**config.mk**
```make
export PLATFORM = sky130hd
export DESIGN_NAME = ultrasonic_trigger_flat
export DESIGN_NICKNAME = d
export VERILOG_FILES = /design/src/rtl/ultrasonic_trigger_pkg.sv /design/src/rtl/ultrasonic_trigger_if.sv /design/src/rtl/ultrasonic_trigger_echo_conditioner.sv /design/src/rtl/ultrasonic_trigger.sv /design/src/flat_wrapper.sv
export SDC_FILE = /design/constraint.sdc
export NUM_CORES = 1
export LEC_CHECK = 0
export BUFFER_PORTS_ARGS = -buffer_cell sky130_fd_sc_hd__buf_4
export CAP_MARGIN = 20
export CORE_MARGIN = 1
export CORE_UTILIZATION = 30
export DETAILED_ROUTE_END_ITERATION = 16
export RECOVER_POWER = 100
export SYNTH_ARGS = -nofsm -noshare
export SYNTH_HDL_FRONTEND = slang
export SYNTH_SLANG_ARGS = --single-unit
export TNS_END_PERCENT = 10
```
**constraint.sdc**
```tcl
create_clock -name clk -period 2 [get_ports clk]
set_input_delay 0 -clock clk [delete_from_list [all_inputs] [get_ports clk]]
set_output_delay 0 -clock clk [all_outputs]
set_load 0.01 [all_outputs]
```
**src/rtl/ultrasonic_trigger_pkg.sv**
```systemverilog
// Shared state type, default timing constants and width helper for the ultrasonic ranging front end.
package ultrasonic_pkg;

   typedef enum logic [2:0] {
      IDLE,
      TRIG,
      WAIT_RISE,
      ECHO_HIGH,
      DONE
   } trig_state_t;

   localparam int unsigned CLK_HZ         = 10_000_000;
   localparam int unsigned TRIG_CYCLES    = 100;
   localparam int unsigned PERIOD_CYCLES  = 600_000;
   localparam int unsigned TIMEOUT_CYCLES = 380_000;

   // Counter width for a 0..n-1 range, never below one bit.
   function automatic int unsigned cnt_width(input int unsigned n);
      return (n > 1) ? $clog2(n) : 1;
   endfunction

endpackage

```
**src/rtl/ultrasonic_trigger_if.sv**
```systemverilog
// Control/status bundle between the ranging controller (slave) and its user (master).
interface ultrasonic_trigger_if;
   logic       enable;
   logic       echo_pin;
   logic       trig;
   logic       echo_out;
   logic       busy;
   logic       done;
   logic       timeout;
   logic       overrun;
   logic [7:0] meas_count;

   modport master (
      output enable, echo_pin,
      input  trig, echo_out, busy, done, timeout, overrun, meas_count
   );

   modport slave (
      input  enable, echo_pin,
      output trig, echo_out, busy, done, timeout, overrun, meas_count
   );
endinterface

```
**src/rtl/ultrasonic_trigger_echo_conditioner.sv**
```systemverilog
// Echo synchroniser; with ULTRASONIC_GLITCH_FILTER_EN the output only follows a level held FILTER_CYCLES cycles.
module echo_conditioner #(
   parameter int unsigned SYNC_STAGES   = 2,
   parameter int unsigned FILTER_CYCLES = 4
) (
   input  logic clk,
   input  logic reset,
   input  logic echo_pin_i,
   output logic echo_s_o
);
   import ultrasonic_pkg::*;

   logic [SYNC_STAGES-1:0] sync_q;

   always_ff @(posedge clk or posedge reset) begin
      if (reset) begin
         sync_q <= '0;
      end else begin
         sync_q <= {sync_q[SYNC_STAGES-2:0], echo_pin_i};
      end
   end

`ifdef ULTRASONIC_GLITCH_FILTER_EN
   localparam int unsigned FW = cnt_width(FILTER_CYCLES);

   logic          filt_q;
   logic [FW-1:0] fcnt_q;

   // Count consecutive cycles the synchronised level disagrees with the filtered one.
   always_ff @(posedge clk or posedge reset) begin
      if (reset) begin
         filt_q <= 1'b0;
         fcnt_q <= '0;
      end else if (sync_q[SYNC_STAGES-1] == filt_q) begin
         fcnt_q <= '0;
      end else if (fcnt_q == FW'(FILTER_CYCLES - 1)) begin
         filt_q <= sync_q[SYNC_STAGES-1];
         fcnt_q <= '0;
      end else begin
         fcnt_q <= fcnt_q + 1'b1;
      end
   end

   assign echo_s_o = filt_q;
`else
   assign echo_s_o = sync_q[SYNC_STAGES-1];
`endif

endmodule

```
**src/rtl/ultrasonic_trigger.sv**
```systemverilog
// Periodic trigger, window-gated echo forwarding and echo timeout for the ultrasonic ranger.
// Optional echo glitch filter selected by ULTRASONIC_GLITCH_FILTER_EN (inside echo_conditioner).
module ultrasonic_trigger #(
   parameter int unsigned TRIG_CYCLES    = ultrasonic_pkg::TRIG_CYCLES,
   parameter int unsigned PERIOD_CYCLES  = ultrasonic_pkg::PERIOD_CYCLES,
   parameter int unsigned TIMEOUT_CYCLES = ultrasonic_pkg::TIMEOUT_CYCLES,
   parameter int unsigned SYNC_STAGES    = 2,
   parameter int unsigned FILTER_CYCLES  = 4
) (
   input  logic                 clk,
   input  logic                 reset,
   ultrasonic_trigger_if.slave  bus
);
   import ultrasonic_pkg::*;

   localparam int unsigned PER_W = cnt_width(PERIOD_CYCLES);
   localparam int unsigned TO_W  = cnt_width(TIMEOUT_CYCLES);
   localparam int unsigned PW    = cnt_width(TRIG_CYCLES);

   trig_state_t      state_q;
   logic [PER_W-1:0] per_q, per_d;
   logic [TO_W-1:0]  to_q, to_inc;
   logic [PW-1:0]    pulse_q;
   logic [7:0]       meas_q;
   logic             trig_q, echo_out_q, busy_q, done_q, timeout_q, overrun_q;
   logic             echo_s, echo_prev_q;
   logic             tick, echo_rise, echo_fall, to_limit;

   echo_conditioner #(
      .SYNC_STAGES   (SYNC_STAGES),
      .FILTER_CYCLES (FILTER_CYCLES)
   ) u_echo_conditioner (
      .clk        (clk),
      .reset      (reset),
      .echo_pin_i (bus.echo_pin),
      .echo_s_o   (echo_s)
   );

   always_comb begin
      per_d     = (per_q == PER_W'(PERIOD_CYCLES - 1)) ? '0 : per_q + 1'b1;
      tick      = (per_q == '0);
      echo_rise = echo_s & ~echo_prev_q;
      echo_fall = ~echo_s & echo_prev_q;
      to_limit  = (to_q == TO_W'(TIMEOUT_CYCLES - 1));
      // Saturate so a rise on the limit cycle still times out in ECHO_HIGH next cycle.
      to_inc    = to_limit ? to_q : to_q + 1'b1;
   end

   always_ff @(posedge clk or posedge reset) begin
      if (reset) begin
         per_q <= '0;
      end else begin
         per_q <= per_d;
      end
   end

   always_ff @(posedge clk or posedge reset) begin
      if (reset) begin
         state_q     <= IDLE;
         to_q        <= '0;
         pulse_q     <= '0;
         meas_q      <= '0;
         trig_q      <= 1'b0;
         echo_out_q  <= 1'b0;
         busy_q      <= 1'b0;
         done_q      <= 1'b0;
         timeout_q   <= 1'b0;
         overrun_q   <= 1'b0;
         echo_prev_q <= 1'b0;
      end else begin
         echo_prev_q <= echo_s;
         done_q      <= 1'b0;
         timeout_q   <= 1'b0;
         echo_out_q  <= 1'b0;
         overrun_q   <= tick && (state_q != IDLE);
         case (state_q)
            IDLE: begin
               if (tick && bus.enable) begin
                  state_q <= TRIG;
                  trig_q  <= 1'b1;
                  pulse_q <= '0;
                  busy_q  <= 1'b1;
               end
            end
            TRIG: begin
               if (pulse_q == PW'(TRIG_CYCLES - 1)) begin
                  state_q    <= WAIT_RISE;
                  trig_q     <= 1'b0;
                  to_q       <= '0;
                  echo_out_q <= echo_s;
               end else begin
                  pulse_q <= pulse_q + 1'b1;
               end
            end
            WAIT_RISE: begin
               if (echo_rise) begin
                  state_q    <= ECHO_HIGH;
                  to_q       <= to_inc;
                  echo_out_q <= echo_s;
               end else if (to_limit) begin
                  state_q   <= IDLE;
                  timeout_q <= 1'b1;
                  busy_q    <= 1'b0;
               end else begin
                  to_q       <= to_inc;
                  echo_out_q <= echo_s;
               end
            end
            ECHO_HIGH: begin
               // Fall is checked first: a fall on the limit cycle counts as done.
               if (echo_fall) begin
                  state_q <= DONE;
               end else if (to_limit) begin
                  state_q   <= IDLE;
                  timeout_q <= 1'b1;
                  busy_q    <= 1'b0;
               end else begin
                  to_q       <= to_inc;
                  echo_out_q <= echo_s;
               end
            end
            DONE: begin
               state_q <= IDLE;
               done_q  <= 1'b1;
               meas_q  <= meas_q + 8'd1;
               busy_q  <= 1'b0;
            end
            default: begin
               state_q <= IDLE;
               trig_q  <= 1'b0;
               busy_q  <= 1'b0;
            end
         endcase
      end
   end

   assign bus.trig       = trig_q;
   assign bus.echo_out   = echo_out_q;
   assign bus.busy       = busy_q;
   assign bus.done       = done_q;
   assign bus.timeout    = timeout_q;
   assign bus.overrun    = overrun_q;
   assign bus.meas_count = meas_q;

endmodule
```
**src/flat_wrapper.sv**
```systemverilog
// flat-port wrapper written by rule: the top's interface ports become plain ports
module ultrasonic_trigger_flat import ultrasonic_pkg::*;
#(
   parameter int unsigned TRIG_CYCLES    = ultrasonic_pkg::TRIG_CYCLES,
   parameter int unsigned PERIOD_CYCLES  = ultrasonic_pkg::PERIOD_CYCLES,
   parameter int unsigned TIMEOUT_CYCLES = ultrasonic_pkg::TIMEOUT_CYCLES,
   parameter int unsigned SYNC_STAGES    = 2,
   parameter int unsigned FILTER_CYCLES  = 4
)
  (clk, reset, bus_enable, bus_echo_pin, bus_trig, bus_echo_out, bus_busy, bus_done, bus_timeout, bus_overrun, bus_meas_count);
  ultrasonic_trigger_if bus_i ();
  input  logic clk;
  input  logic reset;
  input wire logic [$bits(bus_i.enable)-1:0] bus_enable;
  input wire logic [$bits(bus_i.echo_pin)-1:0] bus_echo_pin;
  output wire logic [$bits(bus_i.trig)-1:0] bus_trig;
  output wire logic [$bits(bus_i.echo_out)-1:0] bus_echo_out;
  output wire logic [$bits(bus_i.busy)-1:0] bus_busy;
  output wire logic [$bits(bus_i.done)-1:0] bus_done;
  output wire logic [$bits(bus_i.timeout)-1:0] bus_timeout;
  output wire logic [$bits(bus_i.overrun)-1:0] bus_overrun;
  output wire logic [$bits(bus_i.meas_count)-1:0] bus_meas_count;
  assign bus_i.enable = bus_enable;
  assign bus_i.echo_pin = bus_echo_pin;
  assign bus_trig = bus_i.trig;
  assign bus_echo_out = bus_i.echo_out;
  assign bus_busy = bus_i.busy;
  assign bus_done = bus_i.done;
  assign bus_timeout = bus_i.timeout;
  assign bus_overrun = bus_i.overrun;
  assign bus_meas_count = bus_i.meas_count;
  ultrasonic_trigger #(.TRIG_CYCLES(TRIG_CYCLES), .PERIOD_CYCLES(PERIOD_CYCLES), .TIMEOUT_CYCLES(TIMEOUT_CYCLES), .SYNC_STAGES(SYNC_STAGES), .FILTER_CYCLES(FILTER_CYCLES)) u_core (.clk(clk), .reset(reset), .bus(bus_i));
endmodule
```
After elaboration in Yosys (flattened, before gate mapping)
Cells that the tools add are included.
W data, S select, Z words.
{ "op_classes": {"n_addsub": 4, "n_mul": 0, "div_mod_pow": 0, "n_lt_le_gt_ge": 0, "n_eq_ne": 12, "shift": 0, "mux": 33, "bitwise_logic": 6, "n_reduce_logical": 13} }
{ "ops": {"columns": ["op", "count"], "rows": [
  ["$mux W19", 5],
  ["$pmux W19 S3", 1],
  ["$add A20 B1 Y20 const B", 1],
  ["$eq A20 B20 Y1 const B", 1],
  ["$logic_not A20 Y1", 1],
  ["$mux W20", 1],
  ["$add A19 B1 Y19 const B", 1],
  ["$eq A19 B19 Y1 const B", 1],
  ["$mux W3", 5],
  ["$mux W7", 2],
  ["$pmux W7 S2", 1],
  ["$mux W1", 13],
  ["$pmux W3 S4", 1],
  ["$reduce_and A3 Y1", 3],
  ["$add A8 B1 Y8 const B", 1],
  ["$add A7 B1 Y7 const B", 1],
  ["$eq A7 B7 Y1 const B", 1],
  ["$eq A3 B2 Y1 const B", 2],
  ["$ne A2 B2 Y1 const B", 3],
  ["$pmux W1 S3", 2],
  ["$reduce_bool A3 Y1", 2],
  ["$ne A2 B1 Y1 const B", 2],
  ["$not A1 Y1", 4],
  ["$pmux W1 S4", 1],
  ["other kinds (10)", 12]
]} }
{ "word_totals": {"register_bits": 66, "latch_bits": 0, "ramBits": 0, "mem_bits_ro": 0, "inputBits": 4, "output_inout_bits": 14, "word_cells": 81, "memories": 0} }

Logic depth before layout (Yosys ltp)
Gate-level depths: netlist of the first run.
{ "logic_depth": {"depth_word": 5, "ltp_mapped": 8, "mapped_depth_nobuf": 7} }

Cells and area by module
A second synthesis of the first run with hierarchy kept.
{ "hier_totals": {"hier_cells": 338, "hier_area_um2": 3377.0} }
{ "by_module_without_submodules": {"columns": ["module", "n_inst", "cells_per_inst", "area_per_inst_um2", "seq_area_each_um2"], "rows": [
  ["ultrasonic_trigger", 1, 335, 3323.2, 1601.5],
  ["echo_conditioner", 1, 3, 53.8, 50.0]
]} }

Worst setup path before layout of the first run
OpenSTA, ideal clock, no wires.
{ "synth_path": {"path_type": "flip-flop to flip-flop", "from": "register u_core.to_q[13]", "to": "register u_core.to_q[8]", "arrival_time_ps": 1797, "required_time_ps": 1876, "setup_slack_ps": 79, "path_stages_with_launch": 7, "cell_sequence": "dfrtp_1 -> or4b_4 -> nor4_4 -> a31o_2 -> buf_6 -> nor4_1 -> a211o_1"} }
{ "synth_between": {"elab_chain_len": 5, "elab_cells_between_ends": 6, "classes_between": "1 x eq/ne; 5 x mux"} }
{ "synth_rtl": {"columns": ["element", "line_no", "rtl"], "rows": [
  ["from (decl)", "ultrasonic_trigger.sv:22", "logic [TO_W-1:0] to_q, to_inc;"],
  ["from (signal assigned)", "ultrasonic_trigger.sv:98", "to_q <= to_inc;"],
  ["from (signal assigned)", "ultrasonic_trigger.sv:105", "to_q <= to_inc;"],
  ["from (signal assigned)", "ultrasonic_trigger.sv:118", "to_q <= to_inc;"],
  ["$eq A19 B19 Y1 *", "ultrasonic_trigger.sv:44", "to_limit = (to_q == TO_W'(TIMEOUT_CYCLES - 1));"],
  ["$mux W19", "ultrasonic_trigger.sv:46", "to_inc = to_limit ? to_q : to_q + 1'b1;"],
  ["$mux W19", "ultrasonic_trigger.sv:100, ultrasonic_trigger.sv:113", null],
  ["$mux W19 (on tied branches)", "ultrasonic_trigger.sv:111, ultrasonic_trigger.sv:96", null],
  ["$pmux W19 S3 *", "ultrasonic_trigger.sv:76", "case (state_q)"]
]} }
Every way passes the cells marked *; elsewhere a longest branch is shown, timed or not. The select of a mux whose other input is x is not followed.
A chain may end at the register's enable or synchronous reset.

Worst setup path after layout of the first run
{ "layout_path": {"from": "register u_core.pulse_q[1]", "to": "register u_core.pulse_q[3]"} }
{ "layout_between": {"elab_chain_len": 3, "elab_cells_between_ends": 6, "classes_between": "1 x add/sub; 2 x eq/ne; 2 x mux; 1 x reduce/logical"} }
{ "layout_rtl": {"columns": ["element", "line_no", "rtl"], "rows": [
  ["from (decl)", "ultrasonic_trigger.sv:23", "logic [PW-1:0] pulse_q;"],
  ["from (signal assigned)", "ultrasonic_trigger.sv:92", "pulse_q <= pulse_q + 1'b1;"],
  ["$add A7 B1 Y7 / $eq A7 B7 Y1 (equally long branches)", "ultrasonic_trigger.sv:92, ultrasonic_trigger.sv:86", null],
  ["$mux W7 / $ne A2 B2 Y1 (equally long branches)", null, null],
  ["$pmux W7 S2 / $reduce_and A3 Y1 (equally long branches)", null, null]
]} }
Several ways; a longest one is shown, not always the timed one. The select of a mux whose other input is x is not followed.

==> metrics.txt, run 1 <==
internal power summed over all cells 0.002468 W; fraction of final layout cells with drive strength greater than 1 0.1548; post-detailed-route wirelength per cell 14.12 um; Clk Tree Root Cell clkbuf_16; most common library cell in the layout ignoring fill and taps dfrtp_1; detailed-route DRC error count 0; Post-Layout Cell Count 547; count of state elements after synthesis 66; hold endpoint u_core.state_q[0]; CTS tree yes; sequential cell area 1652 um^2; overall global routing resource usage 0.1463; unique cell type count in the Yosys netlist 59; share of total power in the clock network 0.550; port bufs 17; Critical Path Fanout Max 7; max-slew violation count 0; type of the worst min-delay path primary input to flop; Setup crit start kind flop; count of filler cells inserted in the layout 1092; Synth Area in Compound Gates 0.1271; horizontal die dimension 108.9 um; min-delay src bus_enable; number of maximum-capacitance constraint violations 0; global routing's busiest layer met2; worst hold slack 0.02970 ns; full die area 11850 um^2; number of hold-slack violations in the final timing report 0; Hold Path Stages 3; worst slew pin tran 0.7440 ns; Top Ports 18; Clock Sink Count 66; number of cells in the design after placement 528; residual overflow from global routing 0; share of the clock period used by the worst path 0.9772; clock-pin slew of the registers on the worst-case setup and hold paths 0.05 ns; via count of the first global-routing pass approximately 2700; Synth Area in XOR/XNOR 0.06392; Clock Path Buffers 2; die height about 110 um; share of flip-flops with an asynchronous set or reset 1.000; Total Power 0.003070 W; warning count from the yosys run 0; leakage power total roughly 1.8 nW; combinational power share 0.013; Global Route met1 Usage 0.1983; wire length reported by the detailed router 7.722 mm; dominant combinational cell family by area after synthesis simple AND/OR/NAND/NOR gates; outcome finished clean; Highest Clock Rate ~0.51 GHz; met3 Use GR 0.03646; met2 track demand over resource 0.2183; Worst Path Class, Setup flop to flop; data required time of the critical path 2.27 ns; starting utilization of the core area 0.3119; total iterations of the first detailed-routing run 4; worst-case register-to-register setup slack 0.05 ns; post-synthesis to final-layout area growth 23.37%; area fraction in and, or, nand and nor cells after synthesis 0.2750; worst vdd rail ir drop 0.4825 mV; ys flop type dfrtp_1; antenna diode count 0; arrival time reported for the critical path endpoint 2.22 ns; unrepaired setup endpoints after global routing true; multiplexer fraction of the synthesized cell area 0.006209; cells after synthesis 354; Final setup violation count 0; Final Net Count 411; Avg Cell Area, Syn 9.677 um^2; wire length of the first global-routing pass 13.23 mm; part of the total power dissipated in sequential elements 0.437; routed via count 2843; total nets after synthesis 363; ratio of routed vias to standard cells 5.197; Site Rows 38; setup tns final 0 ns; area of the multi-input gates 1709 um^2; largest net degree at the start of global routing 55; leading cell types in the layout, fill and taps excluded 66 x dfrtp_1, 35 x nand3_1, 29 x nor2_1, 29 x buf_4, 28 x nand2_1; post-synthesis instance area approximately 3400 um^2; core area 10980 um^2; initial antenna violation count 0; Crit. End Element flop; r2r endpoint u_core.pulse_q[3]; detailed router's first-iteration violation count 178; number of CTS-inserted buffers 9; number of cells traversed by the worst register-to-register path 7; launch instance of the worst register-to-register path u_core.pulse_q[1]; HPWL after DPL 5.499 mm; power per unit of standard cell area 726.3 nW/um^2; final estimated routing congestion in global placement 0.8426; share of synthesized cell area in full adder, half adder and majority cells 0.01826; Switching Fraction 0.1960; Routed Antenna Nets 0; number of synthesized flops with an enable pin 0; Skew-Pair Late Insertion Delay between 0.3 and 0.4 ns; fraction of the yosys area taken by sequential cells 0.4821; shortest clock period the worst path allows after layout between 1.5 and 2 ns; total number of H-tree levels 3; maximum clock skew at final layout 0.009433 ns; total net switching power 0.0006017 W; slew margin rel. 0.5040
[layer usage]
metal / vias up / wire (um)
met3: 11 / 352
li1: 1407 / -
met4: 0 / 129
met5: - / 0
met2: 60 / 3377
met1: 1365 / 3862
[how the worst max path moves through the flow]
| stage | start | endpoint | slack (ns) | cells past startpoint |
|---|---|---|---|---|
| 4_1_cts | u_core.pulse_q[1] | u_core.pulse_q[3] | 0.04 | 6 |
| 3_5_place_dp | u_core.pulse_q[1] | u_core.pulse_q[3] | 0.05 | 6 |
| 6_report | u_core.pulse_q[1] | u_core.pulse_q[3] | 0.05 | 7 |
| 3_3_place_gp | u_core.per_q[12] | u_core.bus.busy | 0.11 | 5 |
| 2_1_floorplan | u_core.to_q[13] | u_core.to_q[8] | 0.08 | 6 |
| 5_1_grt | u_core.pulse_q[1] | u_core.pulse_q[3] | -0.03 | 7 |
[registers in the layout, summed over array words and instances, names as in the netlist]
| signal | flops |
|---|---|
| u_core.bus.busy | 1 |
| u_core.to_q | 19 |
| u_core.per_q | 20 |
| u_core.bus.done | 1 |
| u_core.bus.overrun | 1 |
| u_core.bus.meas_count | 8 |
| u_core.bus.timeout | 1 |
| u_core.bus.echo_out | 1 |
| u_core.pulse_q | 7 |
| u_core.state_q | 3 |
| u_core.echo_prev_q | 1 |
| u_core.u_echo_conditioner.sync_q | 2 |
| u_core.bus.trig | 1 |
[layout make-up]
cell class / count / area share
Multi-Input combinational cell: 266 / 0.4044
Sequential cell: 66 / 0.3908
Timing Repair Buffer: 49 / 0.07874
Clock buffer: 11 / 0.05743
Tap cell: 140 / 0.04144
Clock inverter: 5 / 0.01835
Inverter: 10 / 0.008881
[cells in the mapped netlist (3+ instances only)]
cell type / instances / area share
nand3_1: 35 / 0.051
nand2_1: 29 / 0.032
o21ai_0: 9 / 0.013
and3_1: 7 / 0.013
a21oi_1: 14 / 0.020
nor2_1: 29 / 0.032
buf_2: 3 / 0.0044
ha_1: 5 / 0.018
nand2b_1: 5 / 0.0091
or3_1: 4 / 0.0073
or4_1: 6 / 0.013
dfrtp_1: 66 / 0.48
a211o_1: 3 / 0.0077
o21ai_1: 11 / 0.016
o211ai_1: 6 / 0.013
inv_1: 10 / 0.011
xor2_1: 11 / 0.028
clkbuf_1: 7 / 0.0077
nor3_1: 5 / 0.0073
nor4_1: 4 / 0.0073
xnor2_1: 14 / 0.036
o31ai_1: 4 / 0.0088
nand4_1: 21 / 0.038
nor2b_1: 4 / 0.0073
[critical path, stage by stage, from the launching register on]
cell and delay, ns:
dfrtp_1 0.40, ha_1 0.20, and4bb_2 0.27, a2111oi_4 0.33, buf_4 0.19, nand4_1 0.10
or3_1 0.33, nand3_1 0.07
[metrics by stage]
step | setup slack, ns | util | cell area [um^2]
6_report | 0.04568 | 0.3848 | 4227
5_1_grt | -0.03308 | 0.3848 | 4227
4_1_cts | 0.03979 | 0.3874 | 4255
3_5_place_dp | 0.05116 | 0.3565 | 3915
3_3_place_gp | 0.1066 | 0.3565 | 3915
2_1_floorplan | 0.07874 | - | 3426
[power groups by stage]
stage          logic (W)  registers [W]  clock network [W]
5_1_grt        0.0000469        0.00134            0.00180
3_5_place_dp   0.0000426        0.00137                  0
3_3_place_gp   0.0000423        0.00137                  0
2_1_floorplan  0.0000224        0.00137                  0
6_report       0.0000389        0.00134            0.00169
4_1_cts        0.0000456        0.00134            0.00173
[kinds of logic (layout without fill, tap and decap cells)]
kind of cell / count (synthesis) / count (layout)
compound gates: 65 / 65
xor+xnor: 25 / 25
fa+ha+maj: 5 / 5
buf+inv: 22 / 75
flops: 66 / 66
mux: 2 / 2
simple gates: 169 / 169
[timing repair]
item | in CTS | in global routing
resized for setup | 0 | 6
buffers inserted | 0 | 1
endpoints found under the setup margin | 0 | 12
hold buffers | 2 | 0
hold endpoints to repair | 21 | 0
Power figures use the tool's default switching activity.
==> run 2: changes to the inputs <==
--- a/config.mk
+++ b/config.mk
@@ -5,6 +5,7 @@
 export SDC_FILE = /design/constraint.sdc
 export NUM_CORES = 1
 export LEC_CHECK = 0
+export ABC_AREA = 1
 export BUFFER_PORTS_ARGS = -buffer_cell sky130_fd_sc_hd__buf_4
 export CAP_MARGIN = 20
 export CORE_MARGIN = 1
==> metrics.txt, run 2 <==
Highest Clock Rate 0.5557 GHz (+8.6%); slew margin rel. 0.03610 (-0.4679); leading cell types in the layout, fill and taps excluded 139 x nand2_1, 89 x nor2_1, 67 x inv_1; most used standard cell by instance count after synthesis nand2_1; shortest clock period the worst path allows after layout 1.800 ns (-0.1547 ns); count of state elements after synthesis 66 (unchanged); routed via count 3506 (+23%); number of synthesized flops with an enable pin 0 (unchanged); post-synthesis to final-layout area growth 15.16%; Clock Sink Count 66 (unchanged); worst vdd rail ir drop 0.3887 mV (-19%); max-slew violation count 0 (unchanged); residual overflow from global routing 0 (unchanged); Total Power 0.002964 W (-3.4%); worst slew pin tran 1.446 ns (+0.7019 ns); DP Area 4252 um^2 (+8.6%); unrepaired setup endpoints after global routing false; Skew-Pair Late Insertion Delay 0.33 ns (about the same); wire length reported by the detailed router 8.762 mm (+13%); register containing the most flip-flops in the final layout u_core.per_q; HPWL after DPL 6.343 mm (+15%); ys flop type dfrtp_1; Top Ports 18 (unchanged); area of all placed cells without fillers 4477 um^2 (+5.9%); number of CTS-inserted buffers 9 (unchanged); total number of H-tree levels 3 (unchanged); final estimated routing congestion in global placement 0.9538 (+13%); largest net degree at the start of global routing 67 (+22%); buffers inserted during post-CTS setup optimization 0 (unchanged); leakage power total 2.034 nW (+12%); clock-pin slew of the registers on the worst-case setup and hold paths 0.06 ns (about the same); Final setup violation count 0 (unchanged); Clk Tree Root Cell clkbuf_16; number of maximum-capacitance constraint violations 0 (unchanged); type of the worst min-delay path primary input to flop; arrival time reported for the critical path endpoint 2.00 ns (-0.22 ns); initial antenna violation count 0 (unchanged); post-synthesis instance area 3887 um^2 (+13%); share of the clock period used by the worst path 0.8998 (-0.07737); warning count from the yosys run 0 (unchanged); total nets after synthesis 538 (+48%); detailed-route DRC error count 0 (unchanged); total iterations of the first detailed-routing run 5 (+1); cell type with the largest total area after synthesis dfrtp_1; ratio of routed vias to standard cells 4.757 (-8.5%); number of cells in the design after placement 719 (+36%); cells taking the most area after synthesis dfrtp_1 42%, nand2_1 13%, nor2_1 8.4%; maximum clock skew at final layout 0.008714 ns (-0.0007192 ns); outcome finished clean; Avg Cell Area, Syn 7.349 um^2 (-24%); data required time of the critical path 2.20 ns (-0.07 ns); Site Rows 41 (+7.9%); die height 115.8 um (+6.4%); worst path setup slack after routing 0.2004 ns (+0.1547 ns); Setup crit start kind flop; Clock Path Buffers 2 (unchanged); most common library cell in the layout ignoring fill and taps nand2_1; starting utilization of the core area 0.3081 (-0.003865); number of hold-slack violations in the final timing report 0 (unchanged); overall global routing resource usage 0.1434 (-0.002919); core area 12620 um^2 (+15%); Worst Path Class, Setup flop to flop; wire length of the first global-routing pass 15.21 mm (+15%); CTS tree yes; fraction of the yosys area taken by sequential cells 0.4248 (-0.05726); Critical Path Fanout Max 8 (+1); unique cell type count in the Yosys netlist 35 (-41%); Post-Layout Cell Count 737 (+35%); Final Net Count 569 (+38%); setup tns final 0 ns (unchanged); power per unit of standard cell area 662.1 nW/um^2 (-8.8%); post-detailed-route wirelength per cell 11.89 um (-16%); count of filler cells inserted in the layout 1380 (+26%); via count of the first global-routing pass 3300 (+21%); Commonest cells post-synth 139 x nand2_1, 87 x nor2_1, 66 x dfrtp_1, 66 x inv_1, 40 x nand3_1; Synth top area share 0.4248 (-0.05726); full die area 13420 um^2 (+13%); fraction of final layout cells with drive strength greater than 1 0.06726 (-0.08753); worst-case setup slack after placement 0.2184 ns (+0.1672 ns); share of flip-flops with an asynchronous set or reset 1.000 (unchanged); detailed router's first-iteration violation count 187 (+5.1%); horizontal die dimension 115.8 um (+6.4%); port bufs 17 (unchanged); cells after synthesis 529 (+49%); Crit. End Element flop; Routed Antenna Nets 0 (unchanged); antenna diode count 0 (unchanged); number of flip-flops under the largest register name 20 (unchanged)
-- run 2: changes by cell type after synthesis, moves of 9 or more --
| cell | change |
|---|---|
| nand2_1 | +110 |
| nor3_1 | +10 |
| nor2_1 | +58 |
| a21oi_1 | -10 |
| xnor2_1 | -9 |
| inv_1 | +56 |
-- run 2: cell type report --
type	instances	area, um^2	share of cell area
Clock buffer	9	225.2	0.05031
Clock inverter	7	77.57	0.01733
Inverter	69	261.5	0.05841
Multi-Input combinational cell	389	1914	0.4276
Sequential cell	66	1652	0.3689
Tap cell	172	215.2	0.04807
Timing Repair Buffer	25	131.4	0.02935
-- run 2: cell families (layout without fill, tap and decap cells) --
| group | after synthesis | count (layout) | share of synthesized area |
|---|---|---|---|
| DFF | 66 | 66 | 0.4248 |
| buffers and inverters | 74 | 110 | 0.07660 |
| adders and majority gates | 5 | 5 | 0.01609 |
| xor gates and xnor gates | 21 | 21 | 0.04731 |
| AOI/OAI and AO/OA | 43 | 43 | 0.06727 |
| and+or+nand+nor | 320 | 320 | 0.3679 |
-- run 2: metrics by stage --
step | utilization | hold WS (ns)
global route | 0.3547 | 0.01667
detailed placement | 0.3369 | 0.1113
CTS | 0.3625 | 0.005641
global placement | 0.3369 | 0.1084
finish | 0.3547 | 0.01875
floorplan | - | 0.03143
-- run 2: power breakdown --
group / leakage (nW) / total [W] / internal [W] / switching [W]
clock network: 0.146 / 0.00159 / 0.000974 / 0.000612
logic: 1.01 / 0.0000369 / 0.00000765 / 0.0000292
registers: 0.876 / 0.00134 / 0.00134 / 0.00000208
total: 2.03 / 0.00296 / 0.00232 / 0.000643
-- run 2: final timing paths --
| kind | start | slack (ns) | cells past startpoint | endpoint |
|---|---|---|---|---|
| max reg2reg | u_core.per_q[0] | 0.20 | 7 | u_core.per_q[6] |
| min | bus_enable | 0.02 | 5 | u_core.bus.trig |
| max | u_core.per_q[0] | 0.20 | 7 | u_core.per_q[6] |
| min in group asynchronous | reset | 0.71 | 4 | u_core.to_q[15] |
| max in group asynchronous | reset | 0.38 | 4 | u_core.bus.echo_out |
| min reg2reg | u_core.u_echo_conditioner.sync_q[0] | 0.40 | 0 | u_core.u_echo_conditioner.sync_q[1] |
-- run 2: metal layers --
layer,vias to the layer above,routed length (um),part of all wire,GRT usage
li1,1764,-,-,-
met1,1628,4050,0.46,0.1871
met2,93,4098,0.47,0.2286
met3,21,417,0.048,0.03400
met4,0,195,0.022,0.05812
met5,-,0,0,0
-- run 2: worst max-delay path, stage by stage, from the launching register on --
cell,delay (ns)
dfrtp_1,0.42
ha_1,0.27
nand3_1,0.19
inv_1,0.18
nand4_1,0.12
nor3_2,0.16
clkbuf_2,0.24
nor3_1,0.08
-- run 2: timing repair --
item / 4_1_cts / 5_1_grt
hold endpoints to repair: 67 / 0
resized for setup: 0 / 0
hold buffers: 2 / 0
endpoints found under the setup margin: 0 / 0
==> run 3: changes to the inputs <==
--- a/config.mk
+++ b/config.mk
@@ -12,6 +12,7 @@
 export CORE_UTILIZATION = 30
 export DETAILED_ROUTE_END_ITERATION = 16
 export RECOVER_POWER = 100
+export REMOVE_ABC_BUFFERS = 1
 export SYNTH_ARGS = -nofsm -noshare
 export SYNTH_HDL_FRONTEND = slang
 export SYNTH_SLANG_ARGS = --single-unit
==> metrics.txt, run 3 (synthesis gave the netlist of run 2 again) <==
outcome finished clean; total net switching power 0.0006120 W (-4.8%); area of all placed cells without fillers 4504 um^2 (+0.61%); register containing the most flip-flops in the final layout u_core.per_q; Highest Clock Rate 0.5470 GHz (-1.6%); fraction of final layout cells with drive strength greater than 1 0.06903 (+0.001770); leakage power total 2.048 nW (+0.71%); number of CTS-inserted buffers 9 (unchanged); Worst Path Class, Setup flop to flop; post-synthesis to final-layout area growth 15.87%; unrepaired setup endpoints after global routing false; met2 WL post-DR 4.033 mm (-1.6%); combinational power share 0.012 (about the same); leading cell types in the layout, fill and taps excluded 140 x nand2_1, 89 x nor2_1, 67 x inv_1; part of the total power dissipated in sequential elements 0.444 (-0.008); total iterations of the first detailed-routing run 4 (-1); Skew-Pair Late Insertion Delay 0.33 ns (about the same); HPWL after DPL 6.292 mm (-0.81%); core area 12620 um^2 (unchanged); Critical Path Most Common Cell nor2_1; count of filler cells inserted in the layout 1353 (-2.0%); via count of the first global-routing pass 3180 (-3.6%); worst slew pin tran 0.9049 ns (-0.5410 ns); worst vdd rail ir drop 0.3844 mV (-1.1%); detailed-route DRC error count 0 (unchanged); maximum clock skew at final layout 0.006439 ns (-0.002275 ns); Site Rows 41 (unchanged); DP Area 4252 um^2 (unchanged); power per unit of standard cell area 671.2 nW/um^2 (+1.4%); residual overflow from global routing 0 (unchanged); chain of cells forming the critical path ha_1 > nand2_1 > nor2_1 > nor2_1 > nor2_8 > inv_4 > o21ai_0; Clock Sink Count 66 (unchanged); Critical Path Fanout Max 18 (+10); antenna diode count 0 (unchanged); Switching Fraction 0.2024 (-0.01455); Critical Path Max Stage Delay 0.45 ns (+0.03 ns); slew margin rel. 0.3968 (+0.3607); post-detailed-route wirelength per cell 11.89 um (about the same); shortest clock period the worst path allows after layout 1.828 ns (+0.02861 ns); arrival time reported for the critical path endpoint 2.03 ns (+0.03 ns); Crit. End Element flop; setup tns final 0 ns (unchanged); largest net degree at the start of global routing 67 (unchanged); Top Ports 18 (unchanged); horizontal die dimension 115.8 um (unchanged); number of maximum-capacitance constraint violations 0 (unchanged); Routed Antenna Nets 0 (unchanged); most common library cell in the layout ignoring fill and taps nand2_1; Top Metal Used met4; number of hold-slack violations in the final timing report 0 (unchanged); wire length of the first global-routing pass 15.06 mm (-1.0%); Clk Tree Root Cell clkbuf_16; overall global routing resource usage 0.1425 (-0.0008176); routed via count 3448 (-1.7%); share of the clock period used by the worst path 0.9141 (+0.01431); clock-pin slew of the registers on the worst-case setup and hold paths 0.06 ns (about the same); buffers inserted during post-CTS setup optimization 0 (unchanged); type of the worst min-delay path primary input to flop; data required time of the critical path 2.21 ns (about the same); Final setup violation count 0 (unchanged); Final Net Count 569 (unchanged); CTS tree yes; starting utilization of the core area 0.3081 (unchanged); WL met1 4.202 mm (+3.8%); full die area 13420 um^2 (unchanged); detailed router's first-iteration violation count 192 (+2.7%); Setup crit start kind flop; master of the slowest instance on the critical path dfrtp_1; initial antenna violation count 0 (unchanged); max-slew violation count 0 (unchanged); Clock Path Buffers 2 (unchanged); wire length reported by the detailed router 8.761 mm (about the same); share of total power in the clock network 0.544 (+0.009); Met3 Routed Length 411 um (-1.4%); total number of H-tree levels 3 (unchanged); Core Util, Final 0.3569 (+0.002181); internal power summed over all cells 0.002411 W (+3.9%); worst hold slack 0.04352 ns (+0.02477 ns); port bufs 17 (unchanged); ratio of routed vias to standard cells 4.678 (-1.7%); final estimated routing congestion in global placement 0.8956 (-6.1%); number of flip-flops under the largest register name 20 (unchanged); die height 115.8 um (unchanged)
-- run 3: power groups by stage --
stage | sequential [W] | combinational (W) | clock, W
floorplan | 0.00136 | 0.0000223 | 0
global placement | 0.00136 | 0.0000413 | 0
detailed placement | 0.00136 | 0.0000424 | 0
CTS | 0.00134 | 0.0000455 | 0.00169
global route | 0.00134 | 0.0000465 | 0.00173
finish | 0.00134 | 0.0000378 | 0.00164
-- run 3: through the flow --
step	total power (W)	cells	setup slack (ns)
after CTS	0.003077	737	0.1821
after detailed placement	0.001407	719	0.2016
final	0.003023	737	0.1718
after global placement	0.001406	719	0.2408
after global routing	0.003117	737	0.005941
after floorplan	0.001386	524	0.3452
-- run 3: per-layer routing --
layer | vias up | GRT usage
met2 | 75 | 0.2294
met3 | 13 | 0.03556
met5 | - | 0
met4 | 0 | 0.05043
met1 | 1590 | 0.1859
li1 | 1770 | -
-- run 3: path summary, 6_finish.rpt --
| path | start | endpoint | slack, ns | cells past startpoint |
|---|---|---|---|---|
| max | u_core.pulse_q[0] | u_core.to_q[14] | 0.17 | 7 |
| min | bus_enable | u_core.bus.busy | 0.04 | 5 |
| max reg2reg | u_core.pulse_q[0] | u_core.to_q[14] | 0.17 | 7 |
| min reg2reg | u_core.u_echo_conditioner.sync_q[0] | u_core.u_echo_conditioner.sync_q[1] | 0.35 | 0 |
| min in group asynchronous | reset | u_core.per_q[11] | 0.54 | 4 |
| max in group asynchronous | reset | u_core.to_q[14] | 0.88 | 4 |
-- run 3: cell type report --
type,instances,area (um^2),area share
Tap cell,172,215.2,0.04778
Clock buffer,12,266.5,0.05917
Clock inverter,4,48.80,0.01083
Inverter,69,261.5,0.05806
Timing Repair Buffer,25,137.6,0.03056
Multi-Input combinational cell,389,1923,0.4269
Sequential cell,66,1652,0.3667
-- run 3: critical path: cells and delay by family, from the launching register on --
family | cells | cell delay, ns
adders and majority gates | 1 | 0.28
buffers and inverters | 1 | 0.19
and+or+nand+nor | 4 | 0.66
AOI/OAI and AO/OA | 1 | 0.11
DFF | 1 | 0.45
-- run 3: what timing repair did --
item | 4_1_cts | 5_1_grt
hold endpoints to repair | 67 | 0
hold buffers | 2 | 0
setup endpoints to repair | 0 | 2
resized for setup | 0 | 1
